<file path="src/rtl/pc_seq_pkg.sv">
// pc_seq_pkg: shared types and defaults for the fetch sequencer.
//   state_t : sequencer states (BOOT/FETCH/WAIT/HALT)
//   sel_t   : next-pc source select (increment, jump, interrupt entry, return)
//   PC_RST_VEC / PC_IRQ_VEC : default reset and interrupt entry addresses
package pc_seq_pkg;

  typedef enum logic [1:0] {
    ST_BOOT  = 2'd0,
    ST_FETCH = 2'd1,
    ST_WAIT  = 2'd2,
    ST_HALT  = 2'd3
  } state_t;

  typedef enum logic [1:0] {
    SEL_INC  = 2'd0,
    SEL_JMP  = 2'd1,
    SEL_IRQ  = 2'd2,
    SEL_RETI = 2'd3
  } sel_t;

  localparam logic [15:0] PC_RST_VEC = 16'h0000;
  localparam logic [15:0] PC_IRQ_VEC = 16'h0008;

endpackage

</file>
<file path="src/rtl/pc_seq_if.sv">
// pc_seq_if: instruction-memory fetch port.
//   req  : fetch request, held stable until ack
//   addr : fetch address
//   ack  : memory accepted the request / instruction returned this cycle
// master = sequencer side, slave = memory side.
interface pc_seq_if #(
  parameter int AW = 16
);
  logic          req;
  logic [AW-1:0] addr;
  logic          ack;

  modport master (output req, output addr, input ack);
  modport slave  (input req, input addr, output ack);
endinterface

</file>
<file path="src/rtl/pc_next_mux.sv">
// pc_next_mux: combinational next-pc selection for pc_seq.
// Ports:
//   pc, epc       : current and saved-return program counter
//   in_isr        : interrupt service in progress
//   advance       : a fetch completed this cycle (fall-through is pc+1)
//   redir_ok      : redirects may be taken this cycle
//   jmp_req/addr  : jump request and target
//   irq, reti     : interrupt request, return-from-interrupt pulse
//   pc_next       : value to load into pc
//   seq_pc        : fall-through value (pc+1 or pc), also the interrupt return address
//   sel           : chosen source
//   take_jmp/irq  : one-cycle take indications
// Macro PC_SEQ_IRQ_EN enables the irq/reti sources; otherwise only jumps redirect.
module pc_next_mux
  import pc_seq_pkg::*;
#(
  parameter int            AW      = 16,
  parameter logic [AW-1:0] IRQ_VEC = AW'(PC_IRQ_VEC)
) (
  input  logic [AW-1:0] pc,
  input  logic [AW-1:0] epc,
  input  logic          in_isr,
  input  logic          advance,
  input  logic          redir_ok,
  input  logic          jmp_req,
  input  logic [AW-1:0] jmp_addr,
  input  logic          irq,
  input  logic          reti,
  output logic [AW-1:0] pc_next,
  output logic [AW-1:0] seq_pc,
  output sel_t          sel,
  output logic          take_jmp,
  output logic          take_irq
);

  // Wraps naturally at 2^AW.
  assign seq_pc = advance ? pc + AW'(1) : pc;

  always_comb begin
    sel = SEL_INC;
    if (redir_ok) begin
`ifdef PC_SEQ_IRQ_EN
      // reti outside an ISR is a no-op and must not mask lower sources.
      if (reti && in_isr)      sel = SEL_RETI;
      else if (irq && !in_isr) sel = SEL_IRQ;
      else if (jmp_req)        sel = SEL_JMP;
`else
      if (jmp_req) sel = SEL_JMP;
`endif
    end
  end

`ifndef PC_SEQ_IRQ_EN
  logic unused_irq_in;
  assign unused_irq_in = ^{irq, reti, in_isr};
`endif

  always_comb begin
    pc_next = seq_pc;
    case (sel)
      SEL_JMP:  pc_next = jmp_addr;
      SEL_IRQ:  pc_next = IRQ_VEC;
      SEL_RETI: pc_next = epc;
      default:  pc_next = seq_pc;
    endcase
  end

  assign take_jmp = (sel == SEL_JMP);
  assign take_irq = (sel == SEL_IRQ);

endmodule

</file>
<file path="src/rtl/pc_seq.sv">
// pc_seq: fetch sequencer, sole owner of the program counter.
// Ports:
//   clk, rst_n        : clock, async active-low reset
//   fbus (master)     : fetch req/addr out, ack in; addr always equals pc
//   pc                : current program counter
//   stall, halt       : levels, acted on when a fetch completes
//   jmp_req/jmp_addr  : level jump request and target; jmp_ack pulses when taken
//   irq, reti         : interrupt request and return pulse; irq_ack pulses when taken
//   epc               : saved return pc
// Macro PC_SEQ_IRQ_EN enables interrupt entry/return; without it irq_ack and epc stay 0.
//
// state | meaning
// BOOT  | first cycle after reset, no request
// FETCH | request outstanding at pc; pc frozen until ack
// WAIT  | stalled; redirects still load pc
// HALT  | idle until a redirect is taken
module pc_seq
  import pc_seq_pkg::*;
#(
  parameter int            AW      = 16,
  parameter logic [AW-1:0] RST_VEC = AW'(PC_RST_VEC),
  parameter logic [AW-1:0] IRQ_VEC = AW'(PC_IRQ_VEC)
) (
  input  logic          clk,
  input  logic          rst_n,
  pc_seq_if.master      fbus,
  output logic [AW-1:0] pc,
  input  logic          stall,
  input  logic          halt,
  input  logic          jmp_req,
  input  logic [AW-1:0] jmp_addr,
  output logic          jmp_ack,
  input  logic          irq,
  input  logic          reti,
  output logic          irq_ack,
  output logic [AW-1:0] epc
);

  state_t        state, state_nx;
  logic [AW-1:0] pc_nx;
  logic [AW-1:0] seq_pc;
  sel_t          sel;
  logic          take_jmp, take_irq;
  logic          advance, redir_ok, redirect;
  logic          in_isr;

  // Under an outstanding request nothing may move the address.
  assign advance  = (state == ST_FETCH) && fbus.ack;
  assign redir_ok = advance || (state == ST_WAIT) || (state == ST_HALT);
  assign redirect = (sel != SEL_INC);

  pc_next_mux #(
    .AW      (AW),
    .IRQ_VEC (IRQ_VEC)
  ) u_next (
    .pc       (pc),
    .epc      (epc),
    .in_isr   (in_isr),
    .advance  (advance),
    .redir_ok (redir_ok),
    .jmp_req  (jmp_req),
    .jmp_addr (jmp_addr),
    .irq      (irq),
    .reti     (reti),
    .pc_next  (pc_nx),
    .seq_pc   (seq_pc),
    .sel      (sel),
    .take_jmp (take_jmp),
    .take_irq (take_irq)
  );

  always_ff @(posedge clk or negedge rst_n) begin
    if (!rst_n) begin
      state <= ST_BOOT;
      pc    <= RST_VEC;
    end else begin
      state <= state_nx;
      pc    <= pc_nx;
    end
  end

  // A redirect only changes pc; halt/stall still decide the next state.
  always_comb begin
    state_nx = state;
    case (state)
      ST_BOOT:  state_nx = ST_FETCH;
      ST_FETCH: begin
        if (fbus.ack) begin
          if (halt)       state_nx = ST_HALT;
          else if (stall) state_nx = ST_WAIT;
          else            state_nx = ST_FETCH;
        end
      end
      ST_WAIT:  if (!stall) state_nx = halt ? ST_HALT : ST_FETCH;
      ST_HALT:  if (redirect) state_nx = ST_FETCH;
      default:  state_nx = ST_BOOT;
    endcase
  end

`ifdef PC_SEQ_IRQ_EN
  logic [AW-1:0] epc_q;

  // epc captures the fall-through pc, not a jump target competing in the same cycle.
  always_ff @(posedge clk or negedge rst_n) begin
    if (!rst_n) begin
      in_isr <= 1'b0;
      epc_q  <= '0;
    end else if (sel == SEL_IRQ) begin
      in_isr <= 1'b1;
      epc_q  <= seq_pc;
    end else if (sel == SEL_RETI) begin
      in_isr <= 1'b0;
    end
  end

  assign epc = epc_q;
`else
  logic unused_seq_pc;
  assign in_isr        = 1'b0;
  assign epc           = '0;
  assign unused_seq_pc = ^seq_pc;
`endif

  assign fbus.req  = (state == ST_FETCH);
  assign fbus.addr = pc;
  assign jmp_ack   = take_jmp;
  assign irq_ack   = take_irq;

endmodule

</file>
<file path="src/flat_wrapper.sv">
// flat-port wrapper written by rule: the top's interface ports become plain ports
module pc_seq_flat import pc_seq_pkg::*;
#(
  parameter int            AW      = 16,
  parameter logic [AW-1:0] RST_VEC = AW'(PC_RST_VEC),
  parameter logic [AW-1:0] IRQ_VEC = AW'(PC_IRQ_VEC)
)
  (clk, rst_n, pc, stall, halt, jmp_req, jmp_addr, jmp_ack, irq, reti, irq_ack, epc, fbus_req, fbus_addr, fbus_ack);
  pc_seq_if #(.AW(AW)) fbus_i ();
  input  logic clk;
  input  logic rst_n;
  output logic [AW-1:0] pc;
  input  logic stall;
  input  logic halt;
  input  logic jmp_req;
  input  logic [AW-1:0] jmp_addr;
  output logic jmp_ack;
  input  logic irq;
  input  logic reti;
  output logic irq_ack;
  output logic [AW-1:0] epc;
  output wire logic [$bits(fbus_i.req)-1:0] fbus_req;
  output wire logic [$bits(fbus_i.addr)-1:0] fbus_addr;
  input wire logic [$bits(fbus_i.ack)-1:0] fbus_ack;
  assign fbus_req = fbus_i.req;
  assign fbus_addr = fbus_i.addr;
  assign fbus_i.ack = fbus_ack;
  pc_seq #(.AW(AW), .RST_VEC(RST_VEC), .IRQ_VEC(IRQ_VEC)) u_core (.clk(clk), .rst_n(rst_n), .fbus(fbus_i), .pc(pc), .stall(stall), .halt(halt), .jmp_req(jmp_req), .jmp_addr(jmp_addr), .jmp_ack(jmp_ack), .irq(irq), .reti(reti), .irq_ack(irq_ack), .epc(epc));
endmodule
</file>
<file path="config.mk">
export PLATFORM = sky130hd
export DESIGN_NAME = pc_seq_flat
export DESIGN_NICKNAME = d
export VERILOG_FILES = /design/src/rtl/pc_seq_pkg.sv /design/src/rtl/pc_seq_if.sv /design/src/rtl/pc_next_mux.sv /design/src/rtl/pc_seq.sv /design/src/flat_wrapper.sv
export SDC_FILE = /design/constraint.sdc
export NUM_CORES = 1
export LEC_CHECK = 0
export CAP_MARGIN = 25
export CORE_MARGIN = 1.5
export CORE_UTILIZATION = 42
export CTS_BUF_LIST = sky130_fd_sc_hd__clkbuf_4 sky130_fd_sc_hd__clkbuf_8 sky130_fd_sc_hd__clkbuf_16
export CTS_CLUSTER_DIAMETER = 200
export CTS_CLUSTER_SIZE = 14
export DETAILED_ROUTE_END_ITERATION = 12
export GPL_TIMING_DRIVEN = 0
export PLACE_DENSITY = 0.86
export SLEW_MARGIN = 20
export SYNTH_ARGS = -nofsm -noshare
export SYNTH_HDL_FRONTEND = slang
export SYNTH_SLANG_ARGS = --single-unit
</file>
<file path="constraint.sdc">
create_clock -name clk -period 4.4 [get_ports clk]
set_clock_uncertainty 0.1 [all_clocks]
set_input_delay 0.88 -clock clk [delete_from_list [all_inputs] [get_ports clk]]
set_output_delay 0.88 -clock clk [all_outputs]
set_load 0.02 [all_outputs]
</file>
==> results.md, run 1 <==
- Status: finished clean
- Core outline area: 3050 um2
- Number of diodes: 0
- GR Util met1: 23.5%
- Commonest non-fill, non-tap cell in the layout: clkdlybuf4s50_1
- First-pass GRT wire length: 5.03 mm
- Post-cts resize count: 0
- Clk buf depth: 2
- Slew margin rel.: 45.7%
- CP required: about 3.4 ns
- Fin crit share: between 80% and 90%
- LEAKAGE: 0.890 nW
- # hold bufs at CTS: 0
- Die H: just under 60 um
- Starting density of the core: about 44%
- Startpoint types: input port
- Pwr Density: approximately 680 nW/um2
- Vias per std cell: between 4 and 5
- Avg Inst Size Synth: 8.44 um2
- Vias in the first global route: roughly 1100
- Post-synthesis sequential area ratio: approximately a third
- Drt first-iter violations: 17
- Netlist cell types: 33
- Final setup violating endpoints: 0
- DRT Pass-1 Iters: 5
- Grt met3 use: roughly 4.3%
- Worst skew pair latency: 0.30 ns
- Area grow syn2layout: 51.3%
- CTS clock-pin slew for the worst setup and hold paths: 0.10 ns
- Slew @ Worst Pin: about 0.8 ns
- Endpoints failing hold: 0
- CTS tree: built
- Tot Pwr: around 1.4 mW
- WS Path Type: in2out
- WL per Instance: between 10 and 15 um
- GR Overflow Total: 0
- Total die area: 3560 um2
- CTS buffer count: 3
- Detailed Place HPWL: between 2 and 2.5 mm
- Count of final max-slew check failures: 0
- Root buf cell: clkbuf_4
- Largest net degree at the start of global routing: 19
- Row count: 20
- FMAX: approximately 260 MHz
- Gpl congestion: 0.783
- Crit end category: output pin
- Critical-path maximum fanout: 10
- Post-Route WL: between 3 and 4 mm
- Post-layout nets: 263
- Initial antenna violation count: 0
- Total of max-cap violations: 0
- Fin Setup TNS: 0 ns
- Yosys top cell by area: dfrtp_1
- Most used routing layer: met2
- Area occupied by multi-input gates: between 600 and 700 um2
- Mapped Cells: 160
- Worst min path class: reg2reg
- RSZ-0062 raised after global routing: false
- Hold_ws: 0.465 ns
- Most frequent cells in the layout: clkdlybuf4s50_1, buf_4, nand2_1
- Residual DRC: 0
- # Post-CTS Setup Buffers: 0
- Top post-synthesis cells by area: dfrtp_1, buf_4, xnor2_1
- Io pins: 75
- Reg area: ~450 um2
- Vias: ~1300
- Met2 Track Usage GR: about a third
- Ys Warns: 0
- Clock Sinks: 18
- Post-Syn Area: 1350 um2
- Total track usage: a little under a fifth
- H-Tree Depth: 1
- VDD IR max: around 0.00031 V
- PortBufs: between 50 and 60
- FF+latch count, synth: 18
- Antenna Nets Post-Route: 0
- Layout cells sized above 1: between 10% and 20%
- Die X: 59.7 um
- Arrival time at the worst endpoint: between 2 and 3 ns
- Fillers: 270
- Share of the synthesized area in the top cell type: roughly a third
- Period minus WS final: roughly 3.8 ns
[sequential cells by signal, summed over array words and instances, names as in the netlist]
name and cells:
u_core.fbus.addr 16, u_core.state 2
[metrics by stage]
step                cells  utilization, %  cell area [um2]  worst slack [ns]
floorplan             176               -             1410              1.56
global placement      274            65.7             2010             0.582
detailed placement    274            65.7             2010             0.584
CTS                   278            66.9             2040             0.573
global route          278            66.9             2040             0.450
finish                278            66.9             2040             0.572
[cells by family after synthesis]
family	count (synthesis)	synth area share, %
adders and majority gates	4	3.71
other	1	0.278
and+or+nand+nor	54	21.4
buffers and inverters	46	22.2
xor gates and xnor gates	12	7.78
AOI/OAI and AO/OA	25	11.3
DFF	18	33.4
[power breakdown]
group | internal (mW) | switching, mW | leakage, nW
logic | 0.472 | 0.433 | 0.651
clock network | 0.0505 | 0.0553 | 0.0210
registers | 0.244 | 0.129 | 0.219
[Yosys cell counts, drive strengths merged]
| library cell | number |
|---|---|
| a2111oi | 1 |
| a211o | 2 |
| a211oi | 1 |
| a21o | 1 |
| a21oi | 3 |
| a31o | 1 |
| a31oi | 1 |
| and3 | 1 |
| buf | 35 |
| clkbuf | 2 |
| clkinv | 1 |
| conb | 1 |
| dfrtp | 18 |
| ha | 4 |
| inv | 8 |
| nand2 | 21 |
| nand2b | 1 |
| nand3 | 6 |
| nand4 | 7 |
| nor2 | 7 |
| nor3 | 4 |
| nor3b | 1 |
| nor4 | 4 |
| o211ai | 1 |
| o21ai | 13 |
| o221ai | 1 |
| or4 | 2 |
| xnor2 | 11 |
| xor2 | 1 |
[metal layers]
metal / up-vias / routed length (um)
met3: 2 / 248
met5: - / 0
met2: 50 / 1420
met4: 0 / 9
met1: 563 / 1340
li1: 646 / -
[worst max-delay path, stage by stage]
cell and delay [ns]:
clkdlybuf4s50_1 0.53, nand2_2 0.14, clkinv_1 0.19, clkbuf_1 0.41
clkdlybuf4s50_1 0.70
[final cells by class]
type / instances / share of cell area (%)
inverters: 9 / 1.65
repair buffers: 54 / 26.5
plain buffers: 37 / 13.0
flip-flops and latches: 18 / 22.1
well taps: 44 / 2.70
clock buffers: 4 / 1.78
multi-input cells: 112 / 32.4
[worst paths after layout]
kind	startpoint	slack (ns)	cells after the start	endpoint
min in group asynchronous	rst_n	0.94	1	u_core.fbus.addr[5]
worst min-delay path	u_core.state[1]	0.46	1	u_core.state[1]
worst max-delay path	jmp_req	0.57	5	jmp_ack
max in group asynchronous	rst_n	2.76	1	u_core.fbus.addr[0]
worst min register to register	u_core.state[1]	0.46	1	u_core.state[1]
worst max register to register	u_core.state[1]	2.07	9	u_core.fbus.addr[0]
(Power assumes the default switching activity.)
==> run 2, diff against run 1 <==
- CORE_UTILIZATION: 42 -> 25
- PLACE_DENSITY: 0.86 -> not set
==> run 2 against run 1 <==
Effect of this change:
- critical path depth is the same
- first-iteration DRC count down 29%
- cell area increased by 2.5%
- utilization decreased by 26 points
- global-route usage fell by 6.4 points
- via count up 2.0%
- final cell count is 9.4% higher
- critical endpoint unchanged
==> results.md, run 2 (synthesis gave the netlist of run 1 again) <==
- Pwr Density: 678 nW/um2 (+0.11%)
- Root buf cell: clkbuf_8
- Layout cells sized above 1: 19.7% (unchanged)
- Max stage delay on crit path: 0.70 ns (about the same)
- Arrival time at the worst endpoint: 2.86 ns (about the same)
- Most frequent cells in the layout: clkdlybuf4s50_1, buf_4, nand2_1
- Post-layout nets: 263 (unchanged)
- Drt first-iter violations: 12 (-5)
- WL per Instance: 11.1 um (+2.3%)
- Largest register FFs: 16 (unchanged)
- Die X: 76.5 um (+28%)
- Period minus WS final: 3.84 ns (+0.0116 ns)
- Most used routing layer: met2
- LEAKAGE: 0.898 nW (+0.87%)
- Endpoints failing hold: 0 (unchanged)
- Clock Sinks: 18 (unchanged)
- # Post-CTS Setup Buffers: 0 (unchanged)
- Worst min path class: reg2reg
- Vias: 1286 (+2.0%)
- Startpoint types: input port
- Vias per std cell: 4.23 (-6.7%)
- GR Overflow Total: 0 (unchanged)
- Antenna Nets Post-Route: 0 (unchanged)
- Commonest non-fill, non-tap cell in the layout: clkdlybuf4s50_1
- Starting density of the core: 26.1% (-18 points)
- Detailed Place HPWL: 2.58 mm (+9.6%)
- Post-cts resize count: 0 (unchanged)
- Fin Setup TNS: 0 ns (unchanged)
- CTS clock-pin slew for the worst setup and hold paths: 0.07 ns (-0.03 ns)
- Worst path cell trace: clkdlybuf4s50_1 > nand2_2 > clkinv_1 > clkbuf_1 > clkdlybuf4s50_1
- Post-Route WL: 3.37 mm (+12%)
- Fin crit share: 87.3% (+0.26 points)
- Count of final max-slew check failures: 0 (unchanged)
- Residual DRC: 0 (unchanged)
- Worst skew pair latency: 0.25 ns (-0.05 ns)
- FMAX: 260 MHz (-0.30%)
- Largest net degree at the start of global routing: 19 (unchanged)
- Io pins: 75 (unchanged)
- Clk buf depth: 2 (unchanged)
- Die H: 76.5 um (+28%)
- CP most frequent cell: clkdlybuf4s50_1
- VDD IR max: 0.000245 V (-21%)
- Fillers: 515 (+91%)
- Gpl congestion: 0.712 (-9.1%)
- Total track usage: 11.8% (-6.4 points)
- DRT Pass-1 Iters: 4 (-1)
- Initial antenna violation count: 0 (unchanged)
- WS Path Type: in2out
- First-pass GRT wire length: 5.69 mm (+13%)
- CP required: 3.42 ns (about the same)
- RSZ-0062 raised after global routing: false
- Core outline area: 5170 um2 (+69%)
- Critical-path maximum fanout: 10 (unchanged)
- GR Util met1: 14.9% (-8.6 points)
- Status: finished clean
- Area grow syn2layout: 55.1%
- PortBufs: 54 (unchanged)
- Slew margin rel.: 45.7% (about the same)
- Slew @ Worst Pin: 0.811 ns (+0.0000439 ns)
- Crit end category: output pin
- CTS buffer count: 3 (unchanged)
- Total of max-cap violations: 0 (unchanged)
- CTS tree: built
- Final setup violating endpoints: 0 (unchanged)
- Vias in the first global route: 1203 (+5.4%)
- Met2 Track Usage GR: 20.4% (-11 points)
- Row count: 26 (+30%)
- H-Tree Depth: 1 (unchanged)
- # hold bufs at CTS: 0 (unchanged)
- Total die area: 5850 um2 (+64%)
- Grt met3 use: 3.11% (-1.2 points)
- Crit path max-delay cell type: clkdlybuf4s50_1
- Tot Pwr: 1.42 mW (+2.6%)
- Number of diodes: 0 (unchanged)
run 2: cell types whose count changed in the layout (fill, tap and decap cells not counted):
cell	previous run	this run
clkbuf_4	3	0
clkbuf_8	1	4
run 2: through the flow:
stage          utilization (%)  instance area [um2]  std cells  worst slack (ns)  hold WS (ns)
6_report                  40.5                 2090        304             0.560         0.455
3_3_place_gp              39.4                 2040        300             0.488         0.432
5_1_grt                   40.5                 2090        304             0.316         0.475
3_5_place_dp              39.4                 2040        300             0.513         0.433
4_1_cts                   40.5                 2090        304             0.499         0.449
2_1_floorplan                -                 1410        176              1.56         0.402
run 2: final timing paths:
kind / startpoint / to / slack (ns) / cells after the start
max reg2reg: u_core.state[1] / u_core.fbus.addr[13] / 2.05 / 9
min reg2reg: u_core.state[1] / u_core.state[1] / 0.46 / 1
max: jmp_req / jmp_ack / 0.56 / 5
max in group asynchronous: rst_n / u_core.fbus.addr[8] / 2.70 / 1
min: u_core.state[1] / u_core.state[1] / 0.46 / 1
min in group asynchronous: rst_n / u_core.fbus.addr[15] / 0.99 / 1
run 2: worst max-delay path: cells and delay by family:
family / cells / cell delay (ns)
buffers and inverters: 4 / 1.83
AND/OR/NAND/NOR: 1 / 0.14
run 2: area by class of cell:
type / instances / area, um2 / area share, %
plain buffers: 37 / 265 / 12.7
clock buffers: 4 / 55.1 / 2.63
inverters: 9 / 33.8 / 1.61
multi-input cells: 112 / 661 / 31.6
flip-flops and latches: 18 / 450 / 21.5
well taps: 70 / 87.6 / 4.18
repair buffers: 54 / 541 / 25.8
run 2: metal layers:
layer / wire [um] / up-vias
li1: - / 643
met1: 1530 / 587
met3: 252 / 5
met5: 0 / -
met4: 23 / 0
met2: 1560 / 51
run 2: where the power goes:
group	switching (mW)	total, mW	internal, mW
Sequential	0.132	0.377	0.244
Clock	0.0573	0.137	0.0795
Combinational	0.434	0.906	0.472
